===== src/rtl/bx_phase_tracker.sv =====
// rtl/bx_phase_tracker.sv - 160 MHz phase tracker locking to a sampled 40 MHz LHC clock
// Optional BX counter with orbit reset (bc0) is compiled in by defining BX_COUNTER_EN.
module bx_phase_tracker #(
  parameter int unsigned LOCK_COUNT = 16,
  parameter int unsigned MAX_BX     = 3563
) (
  input  logic        clock,
  input  logic        reset_n,
  input  logic        clock40_sample,
  input  logic        bc0,
  output logic [1:0]  phase,
  output logic        frame_strobe,
  output logic        locked,
  output logic [7:0]  lock_errors
`ifdef BX_COUNTER_EN
  ,
  output logic [11:0] bx_count
`endif
);

  typedef enum logic [1:0] {
    UNLOCKED = 2'd0,
    ACQUIRE  = 2'd1,
    LOCKED   = 2'd2
  } state_t;

  state_t      state_q, state_d;
  logic        s1_q, s2_q, s3_q;
  logic [1:0]  phase_q, phase_d;
  logic [7:0]  good_cnt_q, good_cnt_d;
  logic [7:0]  lock_errors_q, lock_errors_d;
  logic        locked_q, locked_d;
  logic        frame_strobe_q, frame_strobe_d;
  logic        rise;
  logic        phase_last;
  logic        good;
  logic        err;

  always_comb begin
    rise       = s2_q & ~s3_q;
    phase_last = (phase_q == 2'd3);
    good       = rise & phase_last;
    // An edge off phase 3, or phase 3 without an edge, are both errors.
    err        = rise ^ phase_last;
    phase_d    = rise ? 2'd0 : phase_q + 2'd1;

    state_d       = state_q;
    good_cnt_d    = good_cnt_q;
    lock_errors_d = lock_errors_q;
    case (state_q)
      UNLOCKED: begin
        if (rise) begin
          state_d    = ACQUIRE;
          good_cnt_d = 8'd0;
        end
      end
      ACQUIRE: begin
        if (err) begin
          state_d = UNLOCKED;
        end else if (good) begin
          good_cnt_d = good_cnt_q + 8'd1;
          if (good_cnt_q == 8'(LOCK_COUNT - 2)) state_d = LOCKED;
        end
      end
      LOCKED: begin
        if (err) begin
          state_d = UNLOCKED;
          if (lock_errors_q != 8'd255) lock_errors_d = lock_errors_q + 8'd1;
        end
      end
      default: state_d = UNLOCKED;
    endcase

    locked_d       = (state_d == LOCKED);
    frame_strobe_d = locked_d && (phase_d == 2'd0);
  end

  always_ff @(posedge clock or negedge reset_n) begin
    if (!reset_n) begin
      s1_q           <= 1'b0;
      s2_q           <= 1'b0;
      s3_q           <= 1'b0;
      phase_q        <= 2'd0;
      state_q        <= UNLOCKED;
      good_cnt_q     <= 8'd0;
      lock_errors_q  <= 8'd0;
      locked_q       <= 1'b0;
      frame_strobe_q <= 1'b0;
    end else begin
      s1_q           <= clock40_sample;
      s2_q           <= s1_q;
      s3_q           <= s2_q;
      phase_q        <= phase_d;
      state_q        <= state_d;
      good_cnt_q     <= good_cnt_d;
      lock_errors_q  <= lock_errors_d;
      locked_q       <= locked_d;
      frame_strobe_q <= frame_strobe_d;
    end
  end

  assign phase        = phase_q;
  assign frame_strobe = frame_strobe_q;
  assign locked       = locked_q;
  assign lock_errors  = lock_errors_q;

`ifdef BX_COUNTER_EN
  logic        bc0_pend_q, bc0_pend_d;
  logic [11:0] bx_q, bx_d;
  logic        boundary;

  // bc0 arriving on the boundary cycle is applied there and never pends.
  always_comb begin
    boundary   = locked_q && (phase_q == 2'd3);
    bc0_pend_d = bc0_pend_q;
    bx_d       = bx_q;
    if (boundary) begin
      bc0_pend_d = 1'b0;
      if (bc0 || bc0_pend_q)        bx_d = 12'd0;
      else if (bx_q == 12'(MAX_BX)) bx_d = 12'd0;
      else                          bx_d = bx_q + 12'd1;
    end else if (bc0) begin
      bc0_pend_d = 1'b1;
    end
  end

  always_ff @(posedge clock or negedge reset_n) begin
    if (!reset_n) begin
      bc0_pend_q <= 1'b0;
      bx_q       <= 12'd0;
    end else begin
      bc0_pend_q <= bc0_pend_d;
      bx_q       <= bx_d;
    end
  end

  assign bx_count = bx_q;
`else
  logic unused_bc0;
  assign unused_bc0 = bc0;
`endif

endmodule


===== config.mk =====
export PLATFORM = sky130hd
export DESIGN_NAME = bx_phase_tracker
export DESIGN_NICKNAME = d
export VERILOG_FILES = /design/src/rtl/bx_phase_tracker.sv
export SDC_FILE = /design/constraint.sdc
export NUM_CORES = 1
export LEC_CHECK = 0
export ABC_AREA = 1
export CAP_MARGIN = 20
export CORE_UTILIZATION = 33
export CTS_CLUSTER_DIAMETER = 30
export DETAILED_ROUTE_END_ITERATION = 10
export GPL_TIMING_DRIVEN = 0
export HOLD_SLACK_MARGIN = 0.15
export PLACE_DENSITY = 0.58
export SYNTH_ARGS = -nofsm -noshare
export SYNTH_HDL_FRONTEND = slang
export SYNTH_SLANG_ARGS = --single-unit

===== constraint.sdc =====
create_clock -name clock -period 3.8 [get_ports clock]
set_input_delay 0.76 -clock clock [delete_from_list [all_inputs] [get_ports clock]]
set_output_delay 0.76 -clock clock [all_outputs]
set_load 0.05 [all_outputs]

==> metrics.cfg, run 1 <==
[timing]
timing.fmax_mhz = 428
fin_crit_ns = 2.33
finalSetupViolCount = 0
worst_slew_pin_slew_ns = 0.619
final_hold_viol_count = 0
fin_tns_setup_ns = 0
period_share_pct = 61.4
setup_ws_ns = 1.47
rsz0062_at_grt = false
slew_headroom_pct = 58.6
fin_worst_skew_ns = 0.00493
slew_violations = 0
hold_slack_ns = 0.361

[synth]
synth_top_area_share_pct = 47.9
synthFlopType = dfrtp_1
syn_area_per_cell_um2 = 7.81
ys_warn_count = 0
ys_seq_area_share_pct = 47.9
synth_seq_cells = 25
synthTopCellsByCount = 62 x nand2_1, 25 x dfrtp_1, 17 x inv_1
synth_cells = 167
synth.area.top_cells = dfrtp_1 48%, nand2_1 18%, nand3_1 5.4%
synth_edf_count = 0
async_flop_share_pct = 100
synth_largest_area_cell = dfrtp_1
synth_cell_types = 20
yosysMostFrequentCell = nand2_1
synth_area_um2 = 1310
synth_fp_nets = 176

[clock_network]
postCtsSetupBuffers = 0
clk_pin_slew_ns = 0.08
cts.repair.resized = 0
clock_latency_ns = 0.27
cts_max_level = 1
tritoncts = done
cts_max_path_buffers = 2
numCtsBuffers = 3
holdBufCountCts = 0
cts-root-buf = clkbuf_8
cts.sinks = 25

[power]
pwr-share-clk_pct = 24.8
internal-power_uw = 423
p_leak_nw = 0.743
power_density_nw_per_um2 = 413
swShare_pct = 34.7
ir_drop_v = 0.000284
p_total_uw = 647
p_comb_share_pct = 27.7
switching_power_uw = 224
seq_power_share_pct = 47.5

[setup_path]
r2r-start = phase[0]
cp_cell_sequence = clkdlybuf4s50_1
rr_worst_depth = 9
ff2ff_setup_slack_ns = 2.02
crit_type = reg2out
rr_endpoint = good_cnt_q[3]
crit_path_end_kind = output port
cp-start-kind = register
max_stage_delay_ns = 0.85
crit_buf_inv = 1
crit_arrival_ns = 1.57
worstPathRequired_ns = 3.04
crit_fanout = 7
cpMaxStageDelayCell = clkdlybuf4s50_1
cp_top_family = buffers and inverters

[min_path]
holdPathStages = 0
min-delay-start = s1_q
min_to = s2_q
min_path_type = reg2reg

[placed_design]
placed_area_um2 = 1520
hpwlAfterDp_um = 1860
dp.cells = 230
pre_cts_ws_ns = 1.79
port_buffers = 14
gp_congestion = 0.806

[detailed_routing]
vias = 1083
wl_per_cell_um = 10.6
drt-total-wl_um = 2490
ant_nets = 0
viasPerCell = 4.63
drt-pass1-iter-count = 6
drt-initial-drc-count = 90
drc = 0

[grt]
grt_first_pass_wirelength_um = 4510
grt_pass1_vias = 1068
gr-usage-all-layers_pct = 13.8
gr-total-overflow = 0
grt_max_degree = 14
antenna_found_initial = 0

[die]
row_count = 22
initial_core_util_pct = 35.1
io_pins = 16
die_x_um = 64.9
coreArea_um2 = 3720
die_y_um = 64.9
die_area_um2 = 4210

[layout]
layout.nets = 196
final_cell_area_um2 = 1570
area_growth_syn_to_layout_pct = 19.9
nFillCells = 403
drive_above_1_share_pct = 9.14
regArea_um2 = 626
diodes = 0
final_cells = 234
final_core_utilization_pct = 42.1
multi_input_area_um2 = 589

[run_status]
status = finished clean

[flow_run]
max-cap-violations = 0

layout make-up:
class,count,area share [%]
buffer,1,0.719
timing repair buffer,15,9.91
clock buffer,4,2.88
sequential,25,40.0
tap,48,3.84
multi-input combinational,120,37.6
inverter,21,5.04
placed cells by master (no fill, tap or decap), drive strengths merged, types with 3 or more instances in the layout:
cell | Yosys | final
clkbuf | 0 | 4
clkdlybuf4s50 | 0 | 14
dfrtp | 25 | 25
ha | 5 | 5
inv | 21 | 21
nand2 | 64 | 64
nand3 | 14 | 14
nand3b | 3 | 3
nand4 | 4 | 4
nor2 | 14 | 14
nor3 | 3 | 3
o21ai | 8 | 8
cells by family (layout without fill, tap and decap cells):
group           count (synthesis)  count (layout)  synth area share [%]
buf+inv                        22              41                  6.90
fa+ha+maj                       5               5                  4.79
xor+xnor                        2               2                  1.34
simple gates                  102             102                  33.7
compound gates                 11              11                  5.27
flops                          25              25                  47.9
power groups by stage:
stage	clock network [mW]	logic [mW]	registers, mW
2_1_floorplan	0	0.112	0.331
3_3_place_gp	0	0.172	0.311
3_5_place_dp	0	0.181	0.313
4_1_cts	0.168	0.181	0.308
5_1_grt	0.176	0.201	0.310
6_report	0.161	0.179	0.307
registers in the layout, indices dropped and copies added, names as in the netlist:
signal and count:
state_q 2, s3_q 1, s2_q 1, s1_q 1, lock_errors 8, good_cnt_q 8, frame_strobe 1, locked 1
phase 2
worst max-delay path by stage:
stage / from / to / slack (ns) / cells past startpoint
after detailed placement: lock_errors[4] / lock_errors[4] / 1.79 / 1
after global routing: lock_errors[4] / lock_errors[4] / 1.41 / 1
final: lock_errors[4] / lock_errors[4] / 1.47 / 1
after global placement: reset_n / s1_q / 1.63 / 1
after CTS: lock_errors[4] / lock_errors[4] / 1.47 / 1
after floorplan: phase[0] / good_cnt_q[3] / 1.90 / 9
routing by layer:
layer	global-route usage, %	part of all wire, %	routed length (um)
met5	0	0	0
met2	23.7	48	1190
met1	16.9	48	1200
met3	3.87	3.1	76
met4	3.06	0.52	13
Power figures use the tool's default switching activity.
==> run 2, diff against run 1 <==
==> constraint.sdc (replaced) <==
create_clock -name clock -period 2.43 [get_ports clock]
set_input_delay 0.486 -clock clock [delete_from_list [all_inputs] [get_ports clock]]
set_output_delay 0.486 -clock clock [all_outputs]
set_load 0.05 [all_outputs]
==> results of run 2 <==
Same layout as run 1 (identical final DEF). Status: finished clean.
Main changes from that run: setup slack after placement 1.79 ns -> 0.637 ns; setup slack after layout 1.47 ns -> 0.370 ns; register-to-register setup slack 2.02 ns -> 0.65 ns; total power 0.647 mW -> 1.01 mW; worst IR drop on VDD 0.000284 V -> 0.000444 V
